[config.mk]
export PLATFORM = sky130hd
export DESIGN_NAME = lockin_photon_counter
export DESIGN_NICKNAME = d
export VERILOG_FILES = /design/src/rtl/lockin_photon_counter.sv
export SDC_FILE = /design/constraint.sdc
export NUM_CORES = 2
export LEC_CHECK = 0
export CAP_MARGIN = 20
export CORE_MARGIN = 1.5
export CORE_UTILIZATION = 35
export DETAILED_ROUTE_END_ITERATION = 7
export GPL_TIMING_DRIVEN = 0
export SYNTH_ARGS = -nofsm -noshare
export SYNTH_HDL_FRONTEND = slang
export SYNTH_SLANG_ARGS = --single-unit
[constraint.sdc]
create_clock -name clock_50_mhz -period 34.8 [get_ports clock_50_mhz]
set_input_delay 5.22 -clock clock_50_mhz [delete_from_list [all_inputs] [get_ports clock_50_mhz]]
set_output_delay 5.22 -clock clock_50_mhz [all_outputs]
set_load 0.03 [all_outputs]
[src/rtl/lockin_photon_counter.sv]
// Lock-in photon counter: drives the excitation light and bins synchronised PMT
// pulses per channel into ON/OFF buckets over whole modulation windows.
module lockin_photon_counter #(
    parameter int unsigned NUM_CH      = 4,
    parameter int unsigned CNT_W       = 32,
    parameter int unsigned SYNC_STAGES = 2
) (
    input  logic                        clock_50_mhz,
    input  logic                        reset,
    input  logic                        enable,
    input  logic [31:0]                 half_period,
    input  logic [15:0]                 window_pairs,
    input  logic [15:0]                 blank_cycles,
    input  logic [NUM_CH-1:0]           PMT_in,
    output logic                        light_source_pin,
    output logic                        running,
    output logic                        result_valid,
    input  logic                        result_ready,
    output logic [NUM_CH*CNT_W-1:0]     on_count,
    output logic [NUM_CH*CNT_W-1:0]     off_count,
    output logic [NUM_CH*(CNT_W+1)-1:0] diff_count,
    output logic [NUM_CH-1:0]           sat_flags,
    output logic                        result_overrun
);

    localparam int unsigned DIFF_W = CNT_W + 1;
    localparam int unsigned HP_W   = 32;
    localparam int unsigned BLK_W  = 16;
    localparam int unsigned HALF_W = 17;
    localparam logic [CNT_W-1:0] CNT_MAX = '1;

    typedef enum logic {ST_IDLE = 1'b0, ST_RUN = 1'b1} state_t;

    state_t              state_q, state_d;
    logic [HP_W-1:0]     hp_q, hp_d;
    logic [HALF_W-1:0]   half_last_q, half_last_d;
    logic [BLK_W-1:0]    blank_q, blank_d;
    logic [HP_W-1:0]     timer_q, timer_d;
    logic [HALF_W-1:0]   half_q, half_d;
    logic                light_q, light_d;
    logic [NUM_CH-1:0]   sync_q [SYNC_STAGES];
    logic [NUM_CH-1:0]   sync_d [SYNC_STAGES];
    logic [NUM_CH-1:0]   prev_q, prev_d, evt_q, evt_d;
    logic [CNT_W-1:0]    on_q [NUM_CH];
    logic [CNT_W-1:0]    on_d [NUM_CH];
    logic [CNT_W-1:0]    off_q [NUM_CH];
    logic [CNT_W-1:0]    off_d [NUM_CH];
    logic [NUM_CH-1:0]   sat_live_q, sat_live_d;
    logic [CNT_W-1:0]    res_on_q [NUM_CH];
    logic [CNT_W-1:0]    res_on_d [NUM_CH];
    logic [CNT_W-1:0]    res_off_q [NUM_CH];
    logic [CNT_W-1:0]    res_off_d [NUM_CH];
    logic [DIFF_W-1:0]   res_diff_q [NUM_CH];
    logic [DIFF_W-1:0]   res_diff_d [NUM_CH];
    logic [NUM_CH-1:0]   sat_flags_q, sat_flags_d;
    logic                valid_q, valid_d;
    logic                overrun_q, overrun_d;

    logic [CNT_W-1:0]    on_nx [NUM_CH];
    logic [CNT_W-1:0]    off_nx [NUM_CH];
    logic [NUM_CH-1:0]   sat_nx;
    logic                count_ok, timer_term, win_term, accept;

    // Bucket values after this cycle's event, saturating at all-ones
    always_comb begin
        count_ok = (timer_q >= HP_W'(blank_q));
        for (int ch = 0; ch < NUM_CH; ch++) begin
            on_nx[ch]  = on_q[ch];
            off_nx[ch] = off_q[ch];
            if (evt_q[ch] && count_ok) begin
                if (light_q) begin
                    if (on_q[ch] != CNT_MAX) on_nx[ch] = on_q[ch] + CNT_W'(1);
                end else begin
                    if (off_q[ch] != CNT_MAX) off_nx[ch] = off_q[ch] + CNT_W'(1);
                end
            end
            sat_nx[ch] = sat_live_q[ch] | (on_nx[ch] == CNT_MAX) | (off_nx[ch] == CNT_MAX);
        end
    end

    always_comb begin
        state_d     = state_q;
        hp_d        = hp_q;
        half_last_d = half_last_q;
        blank_d     = blank_q;
        timer_d     = timer_q;
        half_d      = half_q;
        light_d     = light_q;
        sat_live_d  = sat_live_q;
        sat_flags_d = sat_flags_q;
        valid_d     = valid_q;
        overrun_d   = overrun_q;
        for (int ch = 0; ch < NUM_CH; ch++) begin
            on_d[ch]       = on_q[ch];
            off_d[ch]      = off_q[ch];
            res_on_d[ch]   = res_on_q[ch];
            res_off_d[ch]  = res_off_q[ch];
            res_diff_d[ch] = res_diff_q[ch];
        end

        sync_d[0] = PMT_in;
        for (int s = 1; s < SYNC_STAGES; s++) sync_d[s] = sync_q[s-1];
        prev_d = sync_q[SYNC_STAGES-1];
        evt_d  = sync_q[SYNC_STAGES-1] & ~prev_q;

        timer_term = (timer_q == hp_q - HP_W'(1));
        win_term   = timer_term && (half_q == half_last_q);
        accept     = valid_q && result_ready;

        if (accept) begin
            valid_d   = 1'b0;
            overrun_d = 1'b0;
        end

        case (state_q)
            ST_IDLE: begin
                light_d = 1'b0;
                timer_d = '0;
                half_d  = '0;
                if (enable) begin
                    state_d     = ST_RUN;
                    light_d     = 1'b1;
                    hp_d        = (half_period < HP_W'(2)) ? HP_W'(2) : half_period;
                    half_last_d = (window_pairs == '0) ? HALF_W'(1)
                                : HALF_W'({window_pairs, 1'b0}) - HALF_W'(1);
                    blank_d     = blank_cycles;
                end
            end
            ST_RUN: begin
                if (!enable) begin
                    // Abandon the partial window; published results stay put
                    state_d    = ST_IDLE;
                    light_d    = 1'b0;
                    timer_d    = '0;
                    half_d     = '0;
                    sat_live_d = '0;
                    for (int ch = 0; ch < NUM_CH; ch++) begin
                        on_d[ch]  = '0;
                        off_d[ch] = '0;
                    end
                end else begin
                    if (win_term) begin
                        for (int ch = 0; ch < NUM_CH; ch++) begin
                            res_on_d[ch]   = on_nx[ch];
                            res_off_d[ch]  = off_nx[ch];
                            res_diff_d[ch] = {1'b0, on_nx[ch]} - {1'b0, off_nx[ch]};
                            on_d[ch]       = '0;
                            off_d[ch]      = '0;
                        end
                        sat_flags_d = sat_nx;
                        sat_live_d  = '0;
                        valid_d     = 1'b1;
                        overrun_d   = (valid_q && !result_ready) || (overrun_q && !accept);
                    end else begin
                        for (int ch = 0; ch < NUM_CH; ch++) begin
                            on_d[ch]  = on_nx[ch];
                            off_d[ch] = off_nx[ch];
                        end
                        sat_live_d = sat_nx;
                    end
                    if (timer_term) begin
                        timer_d = '0;
                        light_d = ~light_q;
                        half_d  = win_term ? '0 : half_q + HALF_W'(1);
                    end else begin
                        timer_d = timer_q + HP_W'(1);
                    end
                end
            end
            default: state_d = ST_IDLE;
        endcase
    end

    always_ff @(posedge clock_50_mhz or posedge reset) begin
        if (reset) begin
            state_q     <= ST_IDLE;
            hp_q        <= HP_W'(2);
            half_last_q <= HALF_W'(1);
            blank_q     <= '0;
            timer_q     <= '0;
            half_q      <= '0;
            light_q     <= 1'b0;
            prev_q      <= '0;
            evt_q       <= '0;
            sat_live_q  <= '0;
            sat_flags_q <= '0;
            valid_q     <= 1'b0;
            overrun_q   <= 1'b0;
            for (int s = 0; s < SYNC_STAGES; s++) sync_q[s] <= '0;
            for (int ch = 0; ch < NUM_CH; ch++) begin
                on_q[ch]       <= '0;
                off_q[ch]      <= '0;
                res_on_q[ch]   <= '0;
                res_off_q[ch]  <= '0;
                res_diff_q[ch] <= '0;
            end
        end else begin
            state_q     <= state_d;
            hp_q        <= hp_d;
            half_last_q <= half_last_d;
            blank_q     <= blank_d;
            timer_q     <= timer_d;
            half_q      <= half_d;
            light_q     <= light_d;
            prev_q      <= prev_d;
            evt_q       <= evt_d;
            sat_live_q  <= sat_live_d;
            sat_flags_q <= sat_flags_d;
            valid_q     <= valid_d;
            overrun_q   <= overrun_d;
            for (int s = 0; s < SYNC_STAGES; s++) sync_q[s] <= sync_d[s];
            for (int ch = 0; ch < NUM_CH; ch++) begin
                on_q[ch]       <= on_d[ch];
                off_q[ch]      <= off_d[ch];
                res_on_q[ch]   <= res_on_d[ch];
                res_off_q[ch]  <= res_off_d[ch];
                res_diff_q[ch] <= res_diff_d[ch];
            end
        end
    end

    always_comb begin
        on_count   = '0;
        off_count  = '0;
        diff_count = '0;
        for (int ch = 0; ch < NUM_CH; ch++) begin
            on_count[ch*CNT_W +: CNT_W]     = res_on_q[ch];
            off_count[ch*CNT_W +: CNT_W]    = res_off_q[ch];
            diff_count[ch*DIFF_W +: DIFF_W] = res_diff_q[ch];
        end
    end

    assign light_source_pin = light_q;
    assign running          = (state_q == ST_RUN);
    assign result_valid     = valid_q;
    assign result_overrun   = overrun_q;
    assign sat_flags        = sat_flags_q;

endmodule
==> results.cfg <==
[outcome]
run_status = finished, final reports clean

[final_layout]
finalNonFillerCells = 7346
layout.cells.most_common = sky130_fd_sc_hd__nand2_1
layout_common_cells = sky130_fd_sc_hd__nand2_1 (842), sky130_fd_sc_hd__dfrtp_1 (784), sky130_fd_sc_hd__o21ai_0 (472), sky130_fd_sc_hd__clkdlybuf4s50_1 (467), sky130_fd_sc_hd__xnor2_1 (296)
number_of_nets_in_the_final_layout = 5752
fraction_of_layout_cells_with_a_size_suffix_above_1_pct = 5.90
area.growth.synth_to_final_pct = 23.4

[route]
routedWlPerCell_microns = 25.2
antenna_left = 0
drc_errors = 0
detail_route.first_pass.iterations = 6
routed-via-count = 41755
initialDrtViolationCount = 3917
routed_wl_microns = 185000
vias_per_cell = 5.68

[synthesis]
synth_enable_flop_cells = 0
ys_ff_latch = 785
syn-num-nets = 5164
synthesis.area_per_instance_sq_um = 9.02
yosysWarnings = 0
synthesis.area_sq_um = 45200
synth-async-reset-ratio_pct = 100
synthesis.instances = 5015
ys_seq_area_share_pct = 43.4
synth_cell_type_count = 121
synth_flop_cell = sky130_fd_sc_hd__dfrtp_1

[global_route]
grt_max_degree = 122
met1_usage_pct = 35.3
track_usage_pct = 27.6
grt_busiest_layer = met2
grt-ovfl-total = 0
grt_first_pass_wirelength_microns = 273000
groute.layer.met3.usage_pct = 7.01
grt_util_met2_pct = 44.2
grt_pass1_vias = 40616
initial_antenna_violation_count = 6

[clock_network]
ctsResizeCount = 0
clkSinkCount = 785
clock_path_buffers = 3
tritoncts.num_buffers = 94
cts_tree = done
insertion_delay_ns = 0.74
total_number_of_h_tree_levels = 3
clk_root_buffer_cell = sky130_fd_sc_hd__clkbuf_16
cts_hold_buffers = 0
post-cts-setup-buffer-count = 0
clkTransAtPathRegs_ns = 0.06

[pwr]
power.share.switching_pct = 25.0
worst_ir_drop_vdd_v = 0.0000370
power.combinational.fraction_pct = 5.4
power_switching_uw = 532
share_clk_of_total_power_pct = 50.6
power.density_cell_area_nw_per_um2 = 38.0
power.internal_mw = 1.59
p_seq_share_pct = 44.0
leakage_nw = 23.2

[critical_path]
critPathLaunch = enable
worst_setup_path_end_kind = register
cp-endpoint = diff_count[23]
required_ns = 35.40
reg2reg_slack_ns = 25.63
crit_fanout = 10
worstSetupStartpointType = input pin
timing.rr.start = timer_q[12]
endpoint_of_the_lowest_slack_register_to_register_path = diff_count[91]
worst_ep_arrival_ns = 9.82
worst-r2r-cell-count = 28
criticalPathCategory = input pin to register

[timing]
report.final.slew_viol_count = 0
finalCritPeriodShare_pct = 26.5
setup_total_negative_slack_ns = 0
maxClockFrequency_mhz = 108
tightestPinTransition_ns = 1.29
maxSlewHeadroom_pct = 13.7
timing_hold_violations_final = 0
finClkSkew_ns = 0.0536
final.min_clock_period_ns = 9.22
whs_ns = 0.350
rsz0062_at_grt = false
setup_viol = 0

[placement]
gp_congestion = 0.964
place_hpwl_microns = 142000
placedCellCount = 7167
portBuffers = 467

[die]
top_level_ports = 468
design.die.area_sq_um = 131000
chipWidth_microns = 362
row_count = 131
fp.coreArea_sq_um = 128000
floorplan.die.height_microns = 362
floorplan.initialDensity_pct = 35.4

[hold_path]
worst_hold_path_type = register to register

[run]
max_cap_viol_count = 0
-- worst min-delay path by stage --
| stage | from | slack [ns] | depth (start not counted) | end |
|---|---|---|---|---|
| finish | sync_d[0] | 0.35 | 0 | prev_d[0] |
| global route | sync_d[3] | 0.35 | 0 | prev_d[3] |
| CTS | sync_d[3] | 0.35 | 0 | prev_d[3] |
| detailed placement | sync_d[1] | 0.34 | 0 | prev_d[1] |
| global placement | sync_d[1] | 0.34 | 0 | prev_d[1] |
| floorplan | sync_d[0] | 0.33 | 0 | prev_d[0] |
-- logic make-up (layout without fill, tap and decap cells) --
logic type | count (synthesis) | count (layout) | share of synthesized area, %
and+or+nand+nor | 1975 | 1975 | 21.0
AOI/OAI and AO/OA | 1163 | 1163 | 17.4
DFF | 785 | 785 | 43.4
xor gates and xnor gates | 537 | 537 | 10.5
buffers and inverters | 390 | 1055 | 3.47
adders and majority gates | 131 | 131 | 3.37
muxes | 34 | 34 | 0.827
other | 0 | 4 | 0
-- critical path, cell delays in order --
cell,delay (ns)
sky130_fd_sc_hd__clkdlybuf4s50_1,0.42
sky130_fd_sc_hd__clkbuf_1,0.33
sky130_fd_sc_hd__nand3_1,0.40
sky130_fd_sc_hd__clkbuf_1,0.68
sky130_fd_sc_hd__clkbuf_1,0.59
sky130_fd_sc_hd__buf_16,0.23
sky130_fd_sc_hd__clkbuf_2,0.74
sky130_fd_sc_hd__clkbuf_1,0.79
sky130_fd_sc_hd__buf_6,0.25
sky130_fd_sc_hd__nand2_1,0.06
sky130_fd_sc_hd__o21ai_0,0.07
-- routing by layer --
layer | wire (microns) | vias up
li1 | - | 19160
met1 | 77300 | 20589
met2 | 84500 | 1607
met3 | 15100 | 393
met4 | 8320 | 6
met5 | 45 | -
-- power by group through the flow --
stage                     clock (mW)  combinational [mW]  sequential (mW)
final                           1.07               0.115            0.933
after detailed placement           0               0.115            0.950
after global placement             0               0.110            0.952
after global routing            1.12               0.126            0.935
after floorplan                    0              0.0639            0.948
after CTS                       1.09               0.115            0.933
-- registers in the layout, summed over array words and instances (netlist names), 16 cells and up, named ones only --
| signal | count |
|---|---|
| half_last_q | 16 |
| blank_q | 16 |
| off_q | 128 |
| half_q | 17 |
| on_q | 128 |
| diff_count | 132 |
| off_count | 128 |
| on_count | 128 |
| timer_q | 32 |
| hp_q | 32 |
-- Yosys cell counts (all sizes together) (12+ instances only) --
master	n	area, sq um
nand4	134	838
a21oi	113	603
nand2b	36	225
o2bb2ai	102	893
nand2	842	3160
a31oi	33	206
clkbuf	203	763
mux2	27	304
nand3	163	816
xnor2	297	2610
a22o	94	823
o31ai	57	470
a2111oi	12	144
xor2	238	2090
and4	46	405
a21o	31	233
o31a	12	106
or2	13	81.3
maj3	54	562
nor4	90	578
nor2	289	1080
inv	140	526
nand4b	14	123
nor3	91	465
and3	86	543
or3	24	150
o211ai	28	229
o22ai	31	194
dfrtp	784	19600
nor2b	34	213
a211oi	28	255
or4	30	225
ha	77	963
and2	57	357
o21a	13	97.6
o21ai	494	2480
buf	46	275
-- area by class of cell --
class                   instances  area [sq um]
diodes                          4          10.0
multi-input cells            3840         24000
clock buffers                 130          2700
fillers                     12695         72000
repair buffers                492          5130
plain buffers                 249          1050
inverters                     141           537
clock inverters                43           641
well taps                    1662          2080
flip-flops and latches        785         19600
-- per-stage QoR --
stage               util [%]  area (sq um)  setup slack, ns  total power [mW]
finish                  43.6         55800            25.58              2.12
global placement        40.7         52000            -3.10              1.06
detailed placement      41.0         52400            25.02              1.06
CTS                     43.6         55800            25.72              2.14
floorplan                  -         45200             7.54              1.01
global route            43.6         55800            25.39              2.18
No activity file was read; power rests on OpenSTA's default activity.
